File: src/rtl/car_direction_detector.sv
// car_direction_detector
// Input stage of the parking-lot car counter. Synchronises and debounces the
// two laser sensors (bit0 = A street side, bit1 = B lot side), follows the
// beam pattern through a 4-phase sequence and emits one-cycle enter/exit
// pulses for the occupancy counter, plus an error pulse on illegal jumps.
//
// state      | meaning
// -----------+---------------------------------------------
// IDLE  (0)  | no beam blocked
// EN1   (1)  | entering, A only blocked
// EN2   (2)  | entering, both blocked
// EN3   (3)  | entering, B only blocked
// EX1   (4)  | exiting, B only blocked
// EX2   (5)  | exiting, both blocked
// EX3   (6)  | exiting, A only blocked
// WAIT  (7)  | after an illegal jump, wait for both beams clear
module car_direction_detector #(
  parameter int SYNC_STAGES     = 2,
  parameter int DEBOUNCE_CYCLES = 2
) (
  input  logic       clk_i,
  input  logic       rst_i,
  input  logic [1:0] lasers_i,
  output logic [1:0] lasers_clean_o,
  output logic       enter_o,
  output logic       exit_o,
  output logic       error_o,
  output logic [2:0] state_dbg_o
);

  localparam int CW = (DEBOUNCE_CYCLES < 2) ? 1 : $clog2(DEBOUNCE_CYCLES + 1);
  localparam logic [CW-1:0] CNT_LAST = CW'(DEBOUNCE_CYCLES - 1);

  localparam logic [2:0] S_IDLE = 3'd0;
  localparam logic [2:0] S_EN1  = 3'd1;
  localparam logic [2:0] S_EN2  = 3'd2;
  localparam logic [2:0] S_EN3  = 3'd3;
  localparam logic [2:0] S_EX1  = 3'd4;
  localparam logic [2:0] S_EX2  = 3'd5;
  localparam logic [2:0] S_EX3  = 3'd6;
  localparam logic [2:0] S_WAIT = 3'd7;

  logic [SYNC_STAGES-1:0][1:0] sync_q;
  logic [1:0]                  synced;
  logic [1:0][CW-1:0]          cnt_q, cnt_d;
  logic [1:0]                  clean_q, clean_d;
  logic [2:0]                  state_q, state_d;
  logic                        enter_q, enter_d;
  logic                        exit_q, exit_d;
  logic                        error_q, error_d;
  logic                        illegal;

  assign synced = sync_q[SYNC_STAGES-1];

  // Synchroniser chain: stage 0 samples the raw sensors, later stages shift.
  always_ff @(posedge clk_i or posedge rst_i) begin
    if (rst_i) begin
      sync_q <= '0;
    end else begin
      sync_q[0] <= lasers_i;
      for (int i = 1; i < SYNC_STAGES; i++) begin
        sync_q[i] <= sync_q[i-1];
      end
    end
  end

  // Debounce per bit: accept the synced value once it has disagreed with the
  // clean value for DEBOUNCE_CYCLES consecutive edges.
  always_comb begin
    clean_d = clean_q;
    cnt_d   = '0;
    for (int b = 0; b < 2; b++) begin
      if (synced[b] != clean_q[b]) begin
        if (cnt_q[b] == CNT_LAST) begin
          clean_d[b] = synced[b];
        end else begin
          cnt_d[b] = cnt_q[b] + CW'(1);
        end
      end
    end
  end

  // Debounce state registers.
  always_ff @(posedge clk_i or posedge rst_i) begin
    if (rst_i) begin
      cnt_q   <= '0;
      clean_q <= 2'b00;
    end else begin
      cnt_q   <= cnt_d;
      clean_q <= clean_d;
    end
  end

  // Sequence FSM. It looks at the clean value being loaded on this edge so
  // that state and pulses move on the same edge as lasers_clean does.
  always_comb begin
    state_d = state_q;
    enter_d = 1'b0;
    exit_d  = 1'b0;
    error_d = 1'b0;
    illegal = 1'b0;
    case (state_q)
      S_IDLE: begin
        case (clean_d)
          2'b01:   state_d = S_EN1;
          2'b10:   state_d = S_EX1;
          2'b11:   illegal = 1'b1;
          default: state_d = S_IDLE;
        endcase
      end
      S_EN1: begin
        case (clean_d)
          2'b11:   state_d = S_EN2;
          2'b00:   state_d = S_IDLE;
          2'b10:   illegal = 1'b1;
          default: state_d = S_EN1;
        endcase
      end
      S_EN2: begin
        case (clean_d)
          2'b10:   state_d = S_EN3;
          2'b01:   state_d = S_EN1;
          2'b00:   illegal = 1'b1;
          default: state_d = S_EN2;
        endcase
      end
      S_EN3: begin
        case (clean_d)
          2'b00: begin
            state_d = S_IDLE;
            enter_d = 1'b1;
          end
          2'b11:   state_d = S_EN2;
          2'b01:   illegal = 1'b1;
          default: state_d = S_EN3;
        endcase
      end
      S_EX1: begin
        case (clean_d)
          2'b11:   state_d = S_EX2;
          2'b00:   state_d = S_IDLE;
          2'b01:   illegal = 1'b1;
          default: state_d = S_EX1;
        endcase
      end
      S_EX2: begin
        case (clean_d)
          2'b01:   state_d = S_EX3;
          2'b10:   state_d = S_EX1;
          2'b00:   illegal = 1'b1;
          default: state_d = S_EX2;
        endcase
      end
      S_EX3: begin
        case (clean_d)
          2'b00: begin
            state_d = S_IDLE;
            exit_d  = 1'b1;
          end
          2'b11:   state_d = S_EX2;
          2'b10:   illegal = 1'b1;
          default: state_d = S_EX3;
        endcase
      end
      default: begin
        if (clean_d == 2'b00) begin
          state_d = S_IDLE;
        end
      end
    endcase
    if (illegal) begin
      error_d = 1'b1;
      state_d = (clean_d == 2'b00) ? S_IDLE : S_WAIT;
    end
  end

  // State and registered one-cycle pulses.
  always_ff @(posedge clk_i or posedge rst_i) begin
    if (rst_i) begin
      state_q <= S_IDLE;
      enter_q <= 1'b0;
      exit_q  <= 1'b0;
      error_q <= 1'b0;
    end else begin
      state_q <= state_d;
      enter_q <= enter_d;
      exit_q  <= exit_d;
      error_q <= error_d;
    end
  end

  assign lasers_clean_o = clean_q;
  assign enter_o        = enter_q;
  assign exit_o         = exit_q;
  assign error_o        = error_q;
  assign state_dbg_o    = state_q;

endmodule
File: config.mk
export PLATFORM = sky130hd
export DESIGN_NAME = car_direction_detector
export DESIGN_NICKNAME = d
export VERILOG_FILES = /design/src/rtl/car_direction_detector.sv
export SDC_FILE = /design/constraint.sdc
export NUM_CORES = 1
export LEC_CHECK = 0
export BUFFER_PORTS_ARGS = -buffer_cell sky130_fd_sc_hd__buf_2
export CAP_MARGIN = 15
export CORE_UTILIZATION = 40
export CTS_BUF_LIST = sky130_fd_sc_hd__clkbuf_8
export CTS_CLUSTER_DIAMETER = 120
export CTS_CLUSTER_SIZE = 25
export DETAILED_ROUTE_END_ITERATION = 10
export GPL_TIMING_DRIVEN = 0
export PLACE_DENSITY = 0.57
export SLEW_MARGIN = 0
export SYNTH_ARGS = -nofsm -noshare
export SYNTH_HDL_FRONTEND = slang
export SYNTH_SLANG_ARGS = --single-unit
File: constraint.sdc
create_clock -name clk_i -period 6.1 [get_ports clk_i]
set_clock_uncertainty 0.2 [all_clocks]
set_input_delay 0.915 -clock clk_i [delete_from_list [all_inputs] [get_ports clk_i]]
set_output_delay 0.915 -clock clk_i [all_outputs]
set_load 0.005 [all_outputs]
==> impl_metrics.env <==
export IMPL_hold_path_end="synced[1]"
export IMPL_post_route_cells_drive_above_1_share_pct=23.9
export IMPL_dp_worst_setup_slack_ns=3.60
export IMPL_mostFrequentLayoutCell="sky130_fd_sc_hd__dfrtp_1"
export IMPL_timing_final_max_slew_violations=0
export IMPL_grt_busiest_layer="met2"
export IMPL_numClockSinks=16
export IMPL_yosysTopAreaCellShare_pct=46.4
export IMPL_crit_reg2reg_launch="cnt_q[1]"
export IMPL_grt_setup_unrepaired="false"
export IMPL_timing_setup_tns_ns=0
export IMPL_nNetsFinal=101
export IMPL_cts_path_max_buffers=2
export IMPL_yosysTopAreaCell="sky130_fd_sc_hd__dfrtp_1"
export IMPL_post_route_period_util_pct=41.2
export IMPL_grt_pass1_wl_mm=2.61
export IMPL_cell_types_occupying_the_most_area_after_synthesis="sky130_fd_sc_hd__dfrtp_1 46%, sky130_fd_sc_hd__ha_1 10%, sky130_fd_sc_hd__mux2i_1 7.0%"
export IMPL_slew_headroom_pct=62.5
export IMPL_num_vias=581
export IMPL_cell_depth_of_the_worst_flop_to_flop_path=7
export IMPL_register_to_register_setup_slack_ns=3.59
export IMPL_path_max_fanout=5
export IMPL_timing_worst_slew_pin_value_ns=0.562
export IMPL_antenna_cells=0
export IMPL_most_common_layout_cells="16 x sky130_fd_sc_hd__dfrtp_1, 13 x sky130_fd_sc_hd__buf_2, 7 x sky130_fd_sc_hd__ha_1, 6 x sky130_fd_sc_hd__mux2i_1"
export IMPL_cp_slowest_cell="sky130_fd_sc_hd__mux2i_1"
export IMPL_antenna_violating_nets_post_route=0
export IMPL_finalWeightedCongestion=0.797
export IMPL_num_rows=16
export IMPL_io_buffer_count=11
export IMPL_avgSynthCellArea_sq_um=11.7
export IMPL_drcViolationCount=0
export IMPL_fp_dieW_microns=48.5
export IMPL_worst_setup_path_type="reg2reg"
export IMPL_wl_per_cell_microns=12.4
export IMPL_final_min_clock_period_ns=2.51
export IMPL_grt_util_met2_pct=26.1
export IMPL_synth_warnings=0
export IMPL_synth_lib_cells_used_distinct=29
export IMPL_dpl_hpwl_mm=1.10
export IMPL_worst_ep_required_time_ns=6.06
export IMPL_areaGrowthSynthToFinish_pct=15.1
export IMPL_power_density_cell_area_nw_per_um2=552
export IMPL_viasPerCell=5.05
export IMPL_hold_viol=0
export IMPL_min_path_type="reg2reg"
export IMPL_layout_setup_ws_ns=3.59
export IMPL_path_clk_slew_ns=0.05
export IMPL_vertical_die_dimension_microns=48.5
export IMPL_die_area_sq_um=2350
export IMPL_end_kind="flop"
export IMPL_first_global_vias=611
export IMPL_initial_core_util_pct=43.1
export IMPL_tritoncts="built"
export IMPL_cts_htree_levels=1
export IMPL_globalRouteTotalUtil_pct=14.4
export IMPL_static_leak_nw=0.490
export IMPL_cp_startpoint="cnt_q[1]"
export IMPL_number_of_antenna_violations_at_the_first_check_in_global_routing=0
export IMPL_first_iter_violations=8
export IMPL_cpMostUsedCell="sky130_fd_sc_hd__mux2i_1"
export IMPL_min_from="sync_q[1]"
export IMPL_maxCapViolations=0
export IMPL_fmax_mhz=398
export IMPL_cp_slowest_stage_delay_ns=0.45
export IMPL_clk_root_buffer_cell="sky130_fd_sc_hd__clkbuf_8"
export IMPL_arrival_ns=2.47
export IMPL_syn_nets=85
export IMPL_ir_drop_mv=0.311
export IMPL_grt_ovfl_total=0
export IMPL_count_of_cells_resized_by_post_cts_repair=0
export IMPL_synth_cell_area_sq_um=863
export IMPL_whs_path_depth=0
export IMPL_drt_wl_total_mm=1.43
export IMPL_global_routing_usage_on_met3_pct=5.66
export IMPL_r2r_end="state_dbg_o[2]"
export IMPL_power_w=0.000548
export IMPL_cp_start_kind="flop"
export IMPL_first_pass_iters=4
export IMPL_buffers_inserted_by_post_cts_timing_repair=0
export IMPL_clock_latency_ns=0.24
export IMPL_hold_slack_ns=0.148
export IMPL_flop_and_latch_count_out_of_synthesis=16
export IMPL_seq_area_frac_synth_pct=46.4
export IMPL_placeableCoreArea_sq_um=2000
export IMPL_cp_cell_sequence="nor2b_1 > mux2i_1 > inv_1 > ha_1 > a221o_1 > a21oi_4 > mux2i_1"
export IMPL_post_cts_hold_buffer_count=0
export IMPL_grt_start_max_net_pins=17
export IMPL_tritoncts_num_buffers=3
export IMPL_top_level_port_count=12
export IMPL_netlist_instances=74
export IMPL_setup_violations=0
export IMPL_met1_usage_pct=17.2
export IMPL_status="completed"
[registers in the layout, indices dropped and copies added, names as in the netlist]
| signal | cells |
|---|---|
| sync_q | 2 |
| state_dbg_o | 3 |
| error_o | 1 |
| enter_o | 1 |
| exit_o | 1 |
| lasers_clean_o | 2 |
| cnt_q | 4 |
| synced | 2 |
[area by class of cell]
| cell class | count | area (sq um) |
|---|---|---|
| plain buffers | 4 | 25.0 |
| clock buffers | 3 | 41.3 |
| fillers | 191 | 1010 |
| inverters | 4 | 15.0 |
| multi-input cells | 50 | 423 |
| flip-flops and latches | 16 | 400 |
| well taps | 27 | 33.8 |
| repair buffers | 11 | 55.1 |
[through the flow]
stage / area (sq um) / instances / utilization [%]
2_1_floorplan: 863 / 74 / -
3_3_place_gp: 952 / 112 / 47.6
3_5_place_dp: 952 / 112 / 47.6
4_1_cts: 993 / 115 / 49.6
5_1_grt: 993 / 115 / 49.6
6_report: 993 / 115 / 49.6
[how the worst max path moves through the flow]
stage / to / slack [ns] / cells past startpoint
5_1_grt: state_dbg_o[0] / 3.42 / 7
3_3_place_gp: state_dbg_o[2] / 3.63 / 7
6_report: state_dbg_o[2] / 3.59 / 7
3_5_place_dp: state_dbg_o[2] / 3.60 / 7
4_1_cts: state_dbg_o[2] / 3.58 / 7
2_1_floorplan: state_dbg_o[0] / 3.88 / 7
[critical path, delay by kind of cell, from the launching register on]
family          cells  cell delay [ns]
mux                 2             0.65
flops               1             0.37
fa+ha+maj           1             0.29
buf+inv             1             0.18
compound gates      2             0.59
simple gates        1             0.16
[power breakdown]
group	internal [W]	switching, W
clock	0.0000435	0.0000289
combinational	0.000145	0.000169
sequential	0.000138	0.0000237
total	0.000326	0.000222
[cells in the mapped netlist]
library cell	n
sky130_fd_sc_hd__o21a_1	1
sky130_fd_sc_hd__nand3b_1	2
sky130_fd_sc_hd__a221o_1	2
sky130_fd_sc_hd__o211ai_1	4
sky130_fd_sc_hd__a21oi_4	1
sky130_fd_sc_hd__nor2b_1	3
sky130_fd_sc_hd__xnor2_1	2
sky130_fd_sc_hd__o41ai_2	1
sky130_fd_sc_hd__clkbuf_1	1
sky130_fd_sc_hd__nand2_1	3
sky130_fd_sc_hd__and4b_1	1
sky130_fd_sc_hd__inv_1	4
sky130_fd_sc_hd__dfrtp_1	16
sky130_fd_sc_hd__buf_6	1
sky130_fd_sc_hd__mux2_1	1
sky130_fd_sc_hd__o21ai_1	1
sky130_fd_sc_hd__buf_2	2
sky130_fd_sc_hd__nor2_1	3
sky130_fd_sc_hd__ha_1	7
sky130_fd_sc_hd__o21ai_0	1
sky130_fd_sc_hd__and3_1	2
sky130_fd_sc_hd__o22ai_1	1
sky130_fd_sc_hd__and2_1	2
sky130_fd_sc_hd__nand2b_1	1
sky130_fd_sc_hd__nor3b_1	1
sky130_fd_sc_hd__nor2b_4	1
sky130_fd_sc_hd__mux2_2	1
sky130_fd_sc_hd__mux2i_1	6
sky130_fd_sc_hd__a21oi_1	2
[logic make-up after synthesis]
group | after synthesis | synth area share [%]
buffers and inverters | 8 | 4.64
DFF | 16 | 46.4
AOI/OAI and AO/OA | 14 | 13.5
xor gates and xnor gates | 2 | 2.03
and+or+nand+nor | 19 | 13.8
adders and majority gates | 7 | 10.1
muxes | 8 | 9.57
[per-layer routing]
metal  vias to the layer above  routed length (microns)  part of all wire, %
li1                        287                        -                    -
met1                       282                      650                   45
met2                        12                      714                   50
met3                         0                       66                  4.6
met4                         0                        0                    0
met5                         -                        0                    0
Power figures use the tool's default switching activity.
